File: config.mk
export PLATFORM = sky130hd
export DESIGN_NAME = ucisc_mem_arbiter
export DESIGN_NICKNAME = d
export VERILOG_FILES = /design/src/rtl/ucisc_mem_arbiter.sv
export SDC_FILE = /design/constraint.sdc
export NUM_CORES = 1
export LEC_CHECK = 0
export BUFFER_PORTS_ARGS = -buffer_cell sky130_fd_sc_hd__buf_4
export CELL_PAD_IN_SITES_DETAIL_PLACEMENT = 0
export CELL_PAD_IN_SITES_GLOBAL_PLACEMENT = 2
export CORE_AREA = 10 10 96 107
export CTS_BUF_LIST = sky130_fd_sc_hd__clkbuf_16
export DETAILED_ROUTE_END_ITERATION = 6
export DIE_AREA = 0 0 106 117
export GPL_ROUTABILITY_DRIVEN = 0
export PLACE_DENSITY = 0.81
export SLEW_MARGIN = 25
export SYNTH_ARGS = -nofsm -noshare
export SYNTH_HDL_FRONTEND = slang
export SYNTH_SLANG_ARGS = --single-unit
File: constraint.sdc
create_clock -name clock_input -period 2.8 [get_ports clock_input]
set_input_delay 0.28 -clock clock_input [delete_from_list [all_inputs] [get_ports clock_input]]
set_output_delay 0.28 -clock clock_input [all_outputs]
set_load 0.02 [all_outputs]
File: src/rtl/ucisc_mem_arbiter.sv
// rtl/ucisc_mem_arbiter.sv - CPU/device single-port memory arbiter, CPU priority with starvation bound.
// Optional device burst lock enabled by defining UCISC_ARBITER_LOCK_EN.
module ucisc_mem_arbiter #(
  parameter int ADDR_WIDTH   = 16,
  parameter int DATA_WIDTH   = 16,
  parameter int STARVE_LIMIT = 3
) (
  input  logic                  clock_input,
  input  logic                  reset,
  input  logic                  cpu_req,
  input  logic                  cpu_we,
  input  logic [ADDR_WIDTH-1:0] cpu_addr,
  input  logic [DATA_WIDTH-1:0] cpu_wdata,
  output logic                  cpu_gnt,
  output logic [DATA_WIDTH-1:0] cpu_rdata,
  output logic                  cpu_rvalid,
  input  logic                  dev_req,
  input  logic                  dev_we,
  input  logic [ADDR_WIDTH-1:0] dev_addr,
  input  logic [DATA_WIDTH-1:0] dev_wdata,
  output logic                  dev_gnt,
  output logic [DATA_WIDTH-1:0] dev_rdata,
  output logic                  dev_rvalid,
  input  logic                  dev_lock,
  output logic                  mem_en,
  output logic                  mem_we,
  output logic [ADDR_WIDTH-1:0] mem_addr,
  output logic [DATA_WIDTH-1:0] mem_wdata,
  input  logic [DATA_WIDTH-1:0] mem_rdata
);

  localparam logic [3:0] LIMIT = 4'(STARVE_LIMIT);

  typedef enum logic [1:0] {
    RD_NONE = 2'd0,
    RD_CPU  = 2'd1,
    RD_DEV  = 2'd2
  } rd_owner_e;

  rd_owner_e  rd_owner_q, rd_owner_d;
  logic [3:0] starve_cnt_q, starve_cnt_d;
  logic       starve_hit;
  logic       lock_hold;
  logic       cpu_block;

`ifdef UCISC_ARBITER_LOCK_EN
  logic lock_owner_q, lock_owner_d;

  // A raised dev_lock wins contention; once owned, the CPU is shut out until dev_lock drops.
  assign lock_hold = dev_lock;
  assign cpu_block = lock_owner_q & dev_lock;

  always_comb begin
    lock_owner_d = lock_owner_q;
    if (!dev_lock) begin
      lock_owner_d = 1'b0;
    end else if (dev_gnt) begin
      lock_owner_d = 1'b1;
    end
  end

  always_ff @(posedge clock_input or negedge reset) begin
    if (!reset) begin
      lock_owner_q <= 1'b0;
    end else begin
      lock_owner_q <= lock_owner_d;
    end
  end
`else
  logic unused_dev_lock;

  assign unused_dev_lock = dev_lock;
  assign lock_hold       = 1'b0;
  assign cpu_block       = 1'b0;
`endif

  assign starve_hit = (starve_cnt_q == LIMIT);

  // Grants are masked while reset is held so every output reads 0 during reset.
  always_comb begin
    cpu_gnt = 1'b0;
    dev_gnt = 1'b0;
    if (reset) begin
      if (cpu_req && !cpu_block && !(dev_req && (starve_hit || lock_hold))) begin
        cpu_gnt = 1'b1;
      end else if (dev_req) begin
        dev_gnt = 1'b1;
      end
    end
  end

  always_comb begin
    mem_en    = cpu_gnt | dev_gnt;
    mem_we    = 1'b0;
    mem_addr  = '0;
    mem_wdata = '0;
    if (cpu_gnt) begin
      mem_we    = cpu_we;
      mem_addr  = cpu_addr;
      mem_wdata = cpu_wdata;
    end else if (dev_gnt) begin
      mem_we    = dev_we;
      mem_addr  = dev_addr;
      mem_wdata = dev_wdata;
    end
  end

  always_comb begin
    starve_cnt_d = starve_cnt_q;
    if (!dev_req || dev_gnt) begin
      starve_cnt_d = 4'd0;
    end else if (cpu_gnt && !starve_hit) begin
      starve_cnt_d = starve_cnt_q + 4'd1;
    end
  end

  always_comb begin
    rd_owner_d = RD_NONE;
    if (cpu_gnt && !cpu_we) begin
      rd_owner_d = RD_CPU;
    end else if (dev_gnt && !dev_we) begin
      rd_owner_d = RD_DEV;
    end
  end

  always_ff @(posedge clock_input or negedge reset) begin
    if (!reset) begin
      starve_cnt_q <= 4'd0;
      rd_owner_q   <= RD_NONE;
    end else begin
      starve_cnt_q <= starve_cnt_d;
      rd_owner_q   <= rd_owner_d;
    end
  end

  assign cpu_rvalid = (rd_owner_q == RD_CPU);
  assign dev_rvalid = (rd_owner_q == RD_DEV);
  assign cpu_rdata  = mem_rdata;
  assign dev_rdata  = mem_rdata;

endmodule

=== Word level (Yosys, flattened, before mapping) ===
Cells that the tools add are included.

* Memory bits (read-only): 0
* Output and inout bits: 70
* Latch bits: 0
* Word-level logic and storage cells: 34
* Memory bits (writable): 0
* Flip-flop bits (word level): 6
* Memories kept: 0
* Input port bits: 87

* Div/mod/pow operators: 0
* $mul: 0
* Reduce and logical (&&, ||, !) cells: 12
* Bitwise gates (word level): 1
* $lt $le $gt $ge: 0
* Mux-type cells: 15
* Shifts and indexed selects: 0
* Eq/ne operators: 3
* Add/subtract/negate cells: 1

{| class="wikitable"
|+ Operators with widths
! operator !! number
|-
| $mux 16 || 4
|-
| $mux 4 || 2
|-
| $mux 1 || 7
|-
| $logic_and 1x1->1 || 5
|-
| $logic_not 1->1 || 5
|-
| $add 4x1->4 const B || 1
|-
| $eq 4x2->1 const B || 1
|-
| $mux 2 || 2
|-
| $eq 2x1->1 const B || 1
|-
| $eq 2x2->1 const B || 1
|-
| $reduce_bool 2->1 || 1
|-
| $logic_or 1x1->1 || 1
|-
| $or 1x1->1 || 1
|}

=== Longest topological paths before layout ===
Gate-level depths: netlist of run 1.

* Depth after elaboration: 9
* Gate-level depth with buffers: 6
* Depth with buffers taken out: 4

=== Worst setup path before layout of run 1 ===
OpenSTA, ideal clock, no wires.

* Kind: input to output
* Start point: input port starve_cnt_q[0]
* End point: output port mem_addr[0]
* Cell stages on the path: 6
* Setup slack: 1.005 ns
* Arrival: 1.515 ns
* Path buffers: 1
* Cell sequence: dfrtp_1 > ha_1 > nor3b_4 > a21oi_2 > buf_4 > a22o_1

* Elaborated cells on any way between the ends: 10

{| class="wikitable"
|+ RTL lines
! what !! line !! RTL
|-
| start: declaration || 41 || <nowiki>logic [3:0] starve_cnt_q, starve_cnt_d;</nowiki>
|-
| $eq 4x2->1 || 77 || <nowiki>assign starve_hit = (starve_cnt_q == LIMIT);</nowiki>
|-
| $logic_and 1x1->1 || 84 || <nowiki>if (cpu_req && !cpu_block && !(dev_req && (starve_hit || lock_hold))) begin</nowiki>
|-
| $logic_not 1->1 || 84 ||
|-
| $logic_and 1x1->1 || 84 ||
|-
| $mux 1 || 84 ||
|-
| $mux 1 || 83 || <nowiki>if (reset) begin</nowiki>
|-
| named net cpu_gnt || 14 || <nowiki>output logic cpu_gnt,</nowiki>
|-
| $mux 16 || 97 || <nowiki>if (cpu_gnt) begin</nowiki>
|-
| end: declaration || 27 || <nowiki>output logic [ADDR_WIDTH-1:0] mem_addr,</nowiki>
|}

The timed path passes the listed nets, and every way through them passes these cells.

=== Final worst setup path of run 1 ===
* Start point: input port reset
* End point: output port mem_wdata[8]

* Cells in the longest elaborated chain, start to end: 3
* Elaborated cells on any way between the ends: 4

{| class="wikitable"
|+ Ends and longest elaborated chain
! what !! line !! RTL
|-
| start: declaration || 9 || <nowiki>input logic reset,</nowiki>
|-
| $mux 1 || 83 ||
|-
| $mux 16 || 101 || <nowiki>end else if (dev_gnt) begin</nowiki>
|-
| $mux 16 (*) || 97 ||
|-
| end: declaration || 28 || <nowiki>output logic [DATA_WIDTH-1:0] mem_wdata,</nowiki>
|}

Mark *: on every way between the ends. The rest lies on a longest branch, timed or not.

==> reports/metrics.yaml, run 1 <==
cts:
  cts-resized-gates: 0
  cts_tree: "done"
  clkLatencyLatePin_ps: 230
  clock_tree.root_cell: "clkbuf_16"
  clk_pin_slew_ps: 30
  cts_made_buffers: 3
  cts_hold_buf: 1
  cts_max_path_buffers: 2
  cts.sinks: 6
  post-cts-setup-buffer-count: 0
  ctsHtreeMaxLevel: 1
layout:
  diodes: 0
  final_common_cell: "buf_4"
  layout_common_cells: "buf_4 (110), a22o_1 (33), dfrtp_1 (6)"
  stdcell_count: 292
  areaGrowthSynthToFinish_pct: 77.5
  drive_gt1_share_pct: 64.1
  final_cell_area_mm2: 0.00169
  nNetsFinal: 271
  fill_cells: 942
  seq_area_um2: 150
  multiInputGateArea_um2: 483
min_path:
  min_from: "dev_req"
  min_path_type: "in -> reg"
  hold_depth: 2
  min_to: "starve_cnt_q[2]"
synth:
  synth-edff-count: 0
  yosys.area.top_type: "a22o_1"
  synth.mux.area_fraction_pct: 0
  synthTopCellsByArea: "a22o_1 (30%), buf_4 (28%), dfrtp_1 (16%)"
  yosysWarnings: 0
  synth_xor_area_share_pct: 0
  yosys.area_share.adder_pct: 1.31
  synth_compound_area_share_pct: 37.1
  syn_nets: 195
  synth-async-reset-ratio_pct: 100
  synth_top_family_by_area: "compound AO/OA/AOI/OAI gates"
  synth_top_area_share_pct: 30.4
  synth_area_um2: 952
  synth.distinct_cells: 24
  syn_avg_cell_area_um2: 8.90
  synth_ff_type: "dfrtp_1"
  ys_seq_elements: 6
  yosys.area_share.simple_pct: 12.4
  seq_area_frac_synth_pct: 15.8
  syn_inst: 107
worst_setup_path:
  crit_required_ps: 2520
  reg2reg_from: "starve_cnt_q[0]"
  worstSetupEndpointType: "primary output"
  crit_type: "in -> out"
  r2r-end: "rd_owner_q[1]"
  path_cells: "dlygate4sd3_1, buf_4, nand2_2, a21oi_2, buf_4, a22o_1, buf_4"
  critPathMaxStageDelay_ps: 540
  cp_max_fo: 35
  rr_worst_depth: 5
  crit_arrival_ps: 1970
  cpMostUsedCell: "buf_4"
  worst_path_max_delay_cell: "dlygate4sd3_1"
  setup.worst_path.start_class: "input port"
  reg2reg_slack_ps: 1270
timing:
  grt_setup_unrepaired: "no"
  tightest_slew_ps: 358
  clock.fmax_ghz: 0.444
  finalSetupViolCount: 0
  period_needed_ps: 2250
  slew_viol_final: 0
  hold_viol: 0
  finClkSkew_ps: 2.35
  tns_ps: 0
  max-slew-margin-rel_pct: 76.1
  fin_crit_sh_pct: 80.4
routing:
  vias_per_cell: 3.59
  drtAntennaViolNets: 0
  drtIter0Drc: 25
  drt-total-wl_mm: 4.00
  drc: 0
  routed-via-count: 1049
  drt_pass1_iterations: 4
  wire_per_inst_um: 13.7
placed_design:
  dpl.cell_count: 288
  io_buffers: 107
  placedInstanceArea_mm2: 0.00161
  hpwl_mm: 3.49
floorplan:
  floorplan.rows: 35
  io-pin-count: 157
  die_x_um: 106
  die_area_mm2: 0.0124
  die_h_um: 117
  core-area_mm2: 0.00815
  initial_core_util_pct: 11.7
pwr:
  switching_power_w: 0.000151
  peakVddDrop_mv: 0.108
  power.share.combinational_pct: 41.5
  clkPwrFrac_pct: 42.1
  power_density_mw_per_mm2: 327
  p_int_w: 0.000402
  swShare_pct: 27.3
  pwr-share-seq_pct: 16.4
  leakage_nw: 0.884
global_route:
  grt_pass1_wl_mm: 6.14
  grt.overflow.total: 0
  grt_pass1_vias: 1268
  antenna_found_initial: 0
  grt_start_max_net_pins: 36
  grtUsageTotal_pct: 6.06
flow_run:
  maxCapViolCount: 0
outcome:
  status: "completed"
kinds of logic (layout without fill, tap and decap cells):
family,count (synthesis),after routing
flip-flops,6,6
AND/OR/NAND/NOR,17,17
adder cells (fa/ha/maj),1,1
buffers and inverters,42,116
AO/OA/AOI/OAI,41,41
metal layers:
metal	global-route usage [%]	vias up	share of wire (%)
met3	2.68	2	10
li1	-	513	-
met5	0	-	0
met1	5.37	471	34
met2	12.0	63	55
met4	1.99	0	0.35
sequential cells by signal (all words and copies together), names as in the netlist:
| name | cells |
|---|---|
| rd_owner_q | 2 |
| starve_cnt_q | 4 |
power groups by stage:
stage,clock network (W),logic (W),registers (W)
floorplan,0,0.000165,0.0000915
global placement,0,0.000232,0.0000917
detailed placement,0,0.000233,0.0000917
CTS,0.000236,0.000235,0.0000907
global route,0.000241,0.000247,0.0000910
finish,0.000232,0.000229,0.0000907
how the worst max path moves through the flow:
| stage | start | endpoint | slack [ps] |
|---|---|---|---|
| floorplan | starve_cnt_q[0] | mem_addr[0] | 1010 |
| global placement | starve_cnt_q[0] | mem_addr[9] | 870 |
| detailed placement | starve_cnt_q[0] | mem_wdata[8] | 850 |
| CTS | reset | mem_wdata[8] | 490 |
| global route | reset | mem_wdata[8] | 420 |
| finish | reset | mem_wdata[8] | 550 |
cell type report:
type                    instances  share of cell area (%)
flip-flops and latches          6                    8.88
clock buffers                   3                    4.44
multi-input cells              59                    28.6
well taps                     111                    8.22
repair buffers                111                    49.4
inverters                       2                   0.444
critical path: cells and delay by family:
family,cells,cell delay [ps]
buf+inv,4,1230
compound gates,2,330
simple gates,1,110
synthesized netlist by cell type (2+ instances only):
library cell,instances
a22o_1,33
and2b_1,4
buf_4,35
buf_6,4
dfrtp_1,6
inv_1,2
nand3_1,2
nor2b_1,2
nor3_1,2
o21a_1,3
metrics by stage:
stage / hold WS (ps) / setup slack, ps / utilization, % / power [W]
floorplan: -15.6 / 1010 / - / 0.000257
global placement: 126 / 866 / 19.7 / 0.000323
detailed placement: 127 / 845 / 19.7 / 0.000325
CTS: 328 / 493 / 20.8 / 0.000561
global route: 335 / 418 / 20.8 / 0.000579
finish: 323 / 549 / 20.8 / 0.000552
No activity file was read; power rests on OpenSTA's default activity.
==> inputs of run 2 (changes only) <==
--- a/config.mk
+++ b/config.mk
@@ -5,15 +5,16 @@
 export SDC_FILE = /design/constraint.sdc
 export NUM_CORES = 1
 export LEC_CHECK = 0
+export ABC_AREA = 1
 export BUFFER_PORTS_ARGS = -buffer_cell sky130_fd_sc_hd__buf_4
 export CELL_PAD_IN_SITES_DETAIL_PLACEMENT = 0
 export CELL_PAD_IN_SITES_GLOBAL_PLACEMENT = 2
-export CORE_AREA = 10 10 96 107
+export CORE_AREA = 10 10 107 119
 export CTS_BUF_LIST = sky130_fd_sc_hd__clkbuf_16
 export DETAILED_ROUTE_END_ITERATION = 6
-export DIE_AREA = 0 0 106 117
+export DIE_AREA = 0 0 117 129
 export GPL_ROUTABILITY_DRIVEN = 0
-export PLACE_DENSITY = 0.81
+export PLACE_DENSITY = 0.77
 export SLEW_MARGIN = 25
 export SYNTH_ARGS = -nofsm -noshare
 export SYNTH_HDL_FRONTEND = slang
==> constraint.sdc (replaced) <==
create_clock -name clock_input -period 2 [get_ports clock_input]
set_input_delay 0.2 -clock clock_input [delete_from_list [all_inputs] [get_ports clock_input]]
set_output_delay 0.2 -clock clock_input [all_outputs]
set_load 0.02 [all_outputs]
==> reports/metrics.yaml, run 2 <==
timing:
  hold_viol: 0  # unchanged
  tightest_slew_ps: 295  # was 358 ps
  clock.fmax_ghz: 0.532
  slew_viol_final: 0  # unchanged
  tns_ps: 0  # unchanged
  period_needed_ps: 1880
  grt_setup_unrepaired: "no"  # unchanged
  finClkSkew_ps: 0.958  # was 2.35 ps
  max-slew-margin-rel_pct: 80.3  # was 76.1%
  worst_slack_ps: 119  # was 549 ps
  fin_crit_sh_pct: 94.0
  finalSetupViolCount: 0  # unchanged
routing:
  drtAntennaViolNets: 0  # unchanged
  vias_per_cell: 3.47  # was 3.59
  drtIter0Drc: 47  # was 25
  drt_pass1_iterations: 4  # unchanged
  routed-via-count: 1313  # was 1049
  drt-total-wl_mm: 4.84  # was 4.00 mm
  drc: 0  # unchanged
  wire_per_inst_um: 12.8  # was 13.7 µm
floorplan:
  io-pin-count: 157  # unchanged
  die_x_um: 117  # was 106 µm
  initial_core_util_pct: 9.88  # was 11.7%
  core-area_mm2: 0.0102  # was 0.00815 mm²
  floorplan.rows: 39  # was 35
  die_area_mm2: 0.0151  # was 0.0124 mm²
  die_h_um: 129  # was 117 µm
layout:
  layout_common_cells: "buf_4 (107), nand2_1 (106), inv_1 (6), dfrtp_1 (6)"  # was buf_4 (110), a22o_1 (33), dfrtp_1 (6)
  top_register: "starve_cnt_q"  # unchanged
  nNetsFinal: 345  # was 271
  final_common_cell: "buf_4"  # unchanged
  reg_top3: "starve_cnt_q x4, rd_owner_q x2"  # unchanged
  areaGrowthSynthToFinish_pct: 80.7  # was 77.5%
  largest_reg_flops: 4  # unchanged
  drive_gt1_share_pct: 47.1  # was 64.1%
  diodes: 0  # unchanged
global_route:
  grtUsageTotal_pct: 5.36  # was 6.06%
  grt_pass1_wl_mm: 6.58  # was 6.14 mm
  antenna_found_initial: 0  # unchanged
  grt_start_max_net_pins: 35  # was 36
  grt_pass1_vias: 1361  # was 1268
  grt.overflow.total: 0  # unchanged
worst_setup_path:
  crit_family: "simple AND/OR/NAND/NOR gates"  # was buffers and inverters
  path_buf_inv: 2  # was 4
  path_cells: "ha_1, nand3_2, nand2_4, nor2_4, buf_12, nand2_1, nand2_1, buf_4"  # was dlygate4sd3_1, buf_4, nand2_2, a21oi_2, buf_4, a22o_1, buf_4
  critPathMaxStageDelay_ps: 400  # was 540 ps
  crit_type: "reg -> out"  # was in -> out
  setup.worst_path.start_class: "flop"  # was input port
  cpMostUsedCell: "nand2_1"  # was buf_4
  crit_required_ps: 1800  # was 2520 ps
  cp_max_fo: 18  # was 35
  crit_arrival_ps: 1680  # was 1970 ps
  worst_path_max_delay_cell: "dfrtp_1"  # was dlygate4sd3_1
  worstSetupEndpointType: "primary output"  # unchanged
placed_design:
  place_worst_setup_slack_ps: 224  # was 845 ps
  hpwl_mm: 3.93  # was 3.49 mm
  io_buffers: 107  # unchanged
synth:
  yosysWarnings: 0  # unchanged
  synth_area_mm2: 0.00101  # was 952 µm²
  synth-async-reset-ratio_pct: 100  # unchanged
  synth_top_area_share_pct: 39.3  # was 30.4%
  ys_seq_elements: 6  # unchanged
  synthTopCellsByArea: "nand2_1 (39%), buf_4 (26%), dfrtp_1 (15%)"  # was a22o_1 (30%), buf_4 (28%), dfrtp_1 (16%)
  syn_nets: 267  # was 195
  synth-edff-count: 0  # unchanged
  synth_ff_type: "dfrtp_1"  # unchanged
  ys_top_cells_by_count: "nand2_1 (106), buf_4 (35), dfrtp_1 (6), inv_1 (6)"  # was buf_4 (35), a22o_1 (33), dfrtp_1 (6), and2b_1 (4), buf_6 (4)
  yosys.area.top_type: "nand2_1"  # was a22o_1
  seq_area_frac_synth_pct: 14.8  # was 15.8%
  synth.most_common_cell: "nand2_1"  # was buf_4
  syn_inst: 179  # was 107
  synth.distinct_cells: 18  # was 24
  syn_avg_cell_area_um2: 5.65  # was 8.90 µm²
cts:
  clk_pin_slew_ps: 30  # about the same
  cts_tree: "done"  # unchanged
  clkLatencyLatePin_ps: 230  # about the same
  cts_made_buffers: 3  # unchanged
  post-cts-setup-buffer-count: 0  # unchanged
  ctsHtreeMaxLevel: 1  # unchanged
  clock_tree.root_cell: "clkbuf_16"  # unchanged
  cts.sinks: 6  # unchanged
  cts_max_path_buffers: 2  # unchanged
pwr:
  swShare_pct: 29.5  # was 27.3%
  power.share.combinational_pct: 42.2  # was 41.5%
  clkPwrFrac_pct: 41.5  # was 42.1%
  leakage_nw: 1.07  # was 0.884 nW
  power_density_mw_per_mm2: 429  # was 327 mW/mm²
  p_int_w: 0.000553  # was 0.000402 W
  pwr-share-seq_pct: 16.3  # was 16.4%
  peakVddDrop_mv: 0.455  # was 0.108 mV
  switching_power_w: 0.000232  # was 0.000151 W
  total_power_w: 0.000784  # was 0.000552 W
min_path:
  min_path_type: "in -> reg"  # unchanged
outcome:
  status: "completed"  # unchanged
flow_run:
  maxCapViolCount: 0  # unchanged
## run 2: final timing paths
path,startpoint,slack (ps),to,depth (start not counted)
min in group asynchronous,reset,410,starve_cnt_q[2],2
max in group asynchronous,reset,1370,starve_cnt_q[3],2
min,cpu_we,140,rd_owner_q[0],2
min reg2reg,starve_cnt_q[1],550,starve_cnt_q[1],2
max reg2reg,starve_cnt_q[0],580,starve_cnt_q[0],7
max,starve_cnt_q[0],120,mem_addr[9],8
## run 2: stage by stage
stage | utilization (%) | hold WS (ps) | cell area [µm²] | std cells
6_report | 17.9 | 137 | 1830 | 378
5_1_grt | 17.9 | 142 | 1830 | 378
4_1_cts | 17.6 | 131 | 1800 | 377
3_5_place_dp | 16.7 | 27.0 | 1710 | 373
3_3_place_gp | 16.7 | 24.8 | 1710 | 373
2_1_floorplan | - | -95.6 | 1010 | 179
## run 2: cell families after synthesis
kind of cell / Yosys count / synth area share (%)
AOI/OAI and AO/OA: 1 / 0.494
and+or+nand+nor: 124 / 50.8
xor gates and xnor gates: 2 / 1.73
DFF: 6 / 14.8
buffers and inverters: 45 / 30.9
adders and majority gates: 1 / 1.24
## run 2: per-layer routing
metal | part of all wire [%] | vias to the layer above | global-route usage, % | wire length (µm)
met2 | 47 | 75 | 9.01 | 2270
met1 | 37 | 563 | 5.92 | 1810
met4 | 1.6 | 0 | 2.04 | 78
met5 | 0 | - | 0 | 0
met3 | 14 | 13 | 2.14 | 678
li1 | - | 662 | - | -
## run 2: final cells by class
cell class	instances	area [µm²]
Multi-Input combinational cell	128	549
Clock buffer	3	75.1
Timing Repair inverter	1	8.76
Timing Repair Buffer	110	853
Fill cell	1184	8420
Sequential cell	6	150
Tap cell	123	154
Inverter	7	38.8
## run 2: repair_timing
item	in CTS	in global routing
pin swaps	0	0
gates cloned	0	1
hold buffers	1	0
resized for setup	1	5
setup endpoints to repair	4	33
endpoints found under the hold margin	6	0
## run 2: power by group through the flow
| stage | Combinational (W) | Clock (W) | Sequential (W) |
|---|---|---|---|
| global route | 0.000360 | 0.000338 | 0.000129 |
| finish | 0.000331 | 0.000326 | 0.000128 |
| detailed placement | 0.000328 | 0 | 0.000129 |
| CTS | 0.000331 | 0.000331 | 0.000128 |
| floorplan | 0.000221 | 0 | 0.000129 |
| global placement | 0.000326 | 0 | 0.000129 |
==> inputs of run 3 (changes only) <==
--- a/config.mk
+++ b/config.mk
@@ -6,7 +6,7 @@
 export NUM_CORES = 1
 export LEC_CHECK = 0
 export ABC_AREA = 1
-export BUFFER_PORTS_ARGS = -buffer_cell sky130_fd_sc_hd__buf_4
+export BUFFER_PORTS_ARGS = -buffer_cell sky130_fd_sc_hd__buf_2
 export CELL_PAD_IN_SITES_DETAIL_PLACEMENT = 0
 export CELL_PAD_IN_SITES_GLOBAL_PLACEMENT = 2
 export CORE_AREA = 10 10 107 119
==> constraint.sdc (replaced) <==
create_clock -name clock_input -period 2 [get_ports clock_input]
set_input_delay 0.2 -clock clock_input [delete_from_list [all_inputs] [get_ports clock_input]]
set_output_delay 0.2 -clock clock_input [all_outputs]
set_load 0.01 [all_outputs]
==> reports/metrics.yaml, run 3 (synthesized netlist as in run 2, its figures left out) <==
worst_setup_path:
  path_buf_inv: 3  # was 2
  setup.worst_path.start_class: "flop"  # unchanged
  crit_arrival_ps: 1660  # was 1680 ps
  worst_path_max_delay_cell: "dfrtp_1"  # unchanged
  critPathMaxStageDelay_ps: 420  # was 400 ps
  path_cells: "ha_4, nand3_2, nand2_4, nand2_4, inv_4, clkbuf_16, nand2_1, nand2_1, buf_2"  # was ha_1, nand3_2, nand2_4, nor2_4, buf_12, nand2_1, nand2_1, buf_4
  cp_max_fo: 14  # was 18
  crit_family: "flip-flops"  # was simple AND/OR/NAND/NOR gates
  crit_start: "starve_cnt_q[0]"  # unchanged
  crit_required_ps: 1800  # about the same
  worstSetupEndpointType: "primary output"  # unchanged
  crit_type: "reg -> out"  # unchanged
  reg2reg_from: "starve_cnt_q[0]"  # unchanged
layout:
  largest_reg_flops: 4  # unchanged
  top_register: "starve_cnt_q"  # unchanged
  drive_gt1_share_pct: 47.9  # was 47.1%
  reg_top3: "starve_cnt_q x4, rd_owner_q x2"  # unchanged
  final_common_cell: "buf_2"  # was buf_4
  diodes: 0  # unchanged
  areaGrowthSynthToFinish_pct: 58.0  # was 80.7%
  fill_cells: 1204  # was 1184
  layout_common_cells: "buf_2 (107), nand2_1 (106), inv_1 (6), dfrtp_1 (6)"  # was buf_4 (107), nand2_1 (106), inv_1 (6), dfrtp_1 (6)
  nNetsFinal: 347  # was 345
  multiInputGateArea_um2: 562  # was 549 µm²
  final_cell_area_mm2: 0.00160  # was 0.00183 mm²
  seq_area_um2: 150  # unchanged
global_route:
  grt.overflow.total: 0  # unchanged
  grt_start_max_net_pins: 29  # was 35
  grt_pass1_vias: 1381  # was 1361
  grt_pass1_wl_mm: 6.76  # was 6.58 mm
  grtUsageTotal_pct: 5.61  # was 5.36%
  antenna_found_initial: 0  # unchanged
pwr:
  swShare_pct: 29.0  # was 29.5%
  switching_power_w: 0.000203  # was 0.000232 W
  pwr-share-seq_pct: 18.5  # was 16.3%
  p_int_w: 0.000497  # was 0.000553 W
  power_density_mw_per_mm2: 437  # was 429 mW/mm²
  power.share.combinational_pct: 33.8  # was 42.2%
  peakVddDrop_mv: 0.374  # was 0.455 mV
  leakage_nw: 1.02  # was 1.07 nW
  clkPwrFrac_pct: 47.7  # was 41.5%
cts:
  ctsHtreeMaxLevel: 1  # unchanged
  clock_tree.root_cell: "clkbuf_16"  # unchanged
  clk_pin_slew_ps: 30  # about the same
  cts_max_path_buffers: 2  # unchanged
  cts_tree: "done"  # unchanged
  cts_made_buffers: 3  # unchanged
  cts.sinks: 6  # unchanged
  clkLatencyLatePin_ps: 230  # about the same
timing:
  slew_viol_final: 0  # unchanged
  tightest_slew_ps: 285  # was 295 ps
  finalSetupViolCount: 0  # unchanged
  max-slew-margin-rel_pct: 80.9  # was 80.3%
  clock.fmax_ghz: 0.539  # was 0.532 GHz
  fin_crit_sh_pct: 92.8  # was 94.0%
  whs_ps: 136  # was 137 ps
  finClkSkew_ps: 1.78  # was 0.958 ps
  worst_slack_ps: 145  # was 119 ps
  hold_viol: 0  # unchanged
  period_needed_ps: 1860  # was 1880 ps
min_path:
  min_path_type: "in -> reg"  # unchanged
  min_from: "dev_we"  # was cpu_we
flow_run:
  maxCapViolCount: 0  # unchanged
routing:
  vias_per_cell: 3.40  # was 3.47
  routed-via-count: 1291  # was 1313
  drtAntennaViolNets: 0  # unchanged
  drc: 0  # unchanged
  drt_pass1_iterations: 4  # unchanged
  drtIter0Drc: 33  # was 47
  wire_per_inst_um: 12.9  # was 12.8 µm
  drt-total-wl_mm: 4.90  # was 4.84 mm
floorplan:
  core-area_mm2: 0.0102  # unchanged
  die_x_um: 117  # unchanged
  die_area_mm2: 0.0151  # unchanged
  io-pin-count: 157  # unchanged
  initial_core_util_pct: 9.88  # unchanged
  die_h_um: 129  # unchanged
  floorplan.rows: 39  # unchanged
placed_design:
  place_worst_setup_slack_ps: 285  # was 224 ps
  hpwl_mm: 3.94  # was 3.93 mm
  io_buffers: 107  # unchanged
  placedInstanceArea_mm2: 0.00147  # was 0.00171 mm²
outcome:
  status: "completed"  # unchanged
[run 3: worst register-to-register path, delay by kind of cell (launching register included)]
kind,cells,cell delay (ps)
flops,1,420
simple gates,5,590
buf+inv,1,100
fa+ha+maj,1,200
[run 3: layout make-up]
type / instances / share of cell area [%]
Multi-Input combinational cell: 128 / 35.1
Inverter: 7 / 1.80
Sequential cell: 6 / 9.39
Tap cell: 123 / 9.62
Clock buffer: 3 / 4.69
Timing Repair Buffer: 113 / 39.4
[run 3: per-stage QoR]
| stage | TNS, ps | total power, W | util, % | std cells |
|---|---|---|---|---|
| finish | 0 | 0.000699 | 15.6 | 380 |
| global route | -1.90 | 0.000742 | 15.6 | 380 |
| CTS | 0 | 0.000704 | 15.2 | 379 |
| detailed placement | 0 | 0.000364 | 14.4 | 375 |
| global placement | 0 | 0.000361 | 14.4 | 375 |
| floorplan | 0 | 0.000288 | - | 179 |
[run 3: worst paths after layout]
check / end / slack (ps) / cells past startpoint
min in group asynchronous: rd_owner_q[1] / 430 / 2
max in group asynchronous: starve_cnt_q[3] / 1350 / 2
worst max register to register: starve_cnt_q[0] / 640 / 7
worst min register to register: starve_cnt_q[3] / 590 / 2
worst max-delay path: mem_addr[0] / 140 / 9
worst min-delay path: rd_owner_q[1] / 140 / 2
[run 3: repair_timing]
action | CTS | global route
endpoints found under the setup margin | 0 | 28
hold buffers | 1 | 0
hold endpoints to repair | 6 | 0
gates resized for setup | 0 | 3
setup buffers | 0 | 0
[run 3: power groups by stage]
stage / logic [W] / clock network, W / registers [W]
6_report: 0.000236 / 0.000334 / 0.000129
5_1_grt: 0.000267 / 0.000346 / 0.000129
4_1_cts: 0.000237 / 0.000340 / 0.000128
3_5_place_dp: 0.000234 / 0 / 0.000129
3_3_place_gp: 0.000232 / 0 / 0.000129
2_1_floorplan: 0.000159 / 0 / 0.000129
[run 3: metal layers]
metal | wire (µm) | global-route usage (%)
met5 | 0 | 0
met4 | 101 | 2.69
met3 | 701 | 2.46
met2 | 2190 | 9.44
met1 | 1910 | 5.86
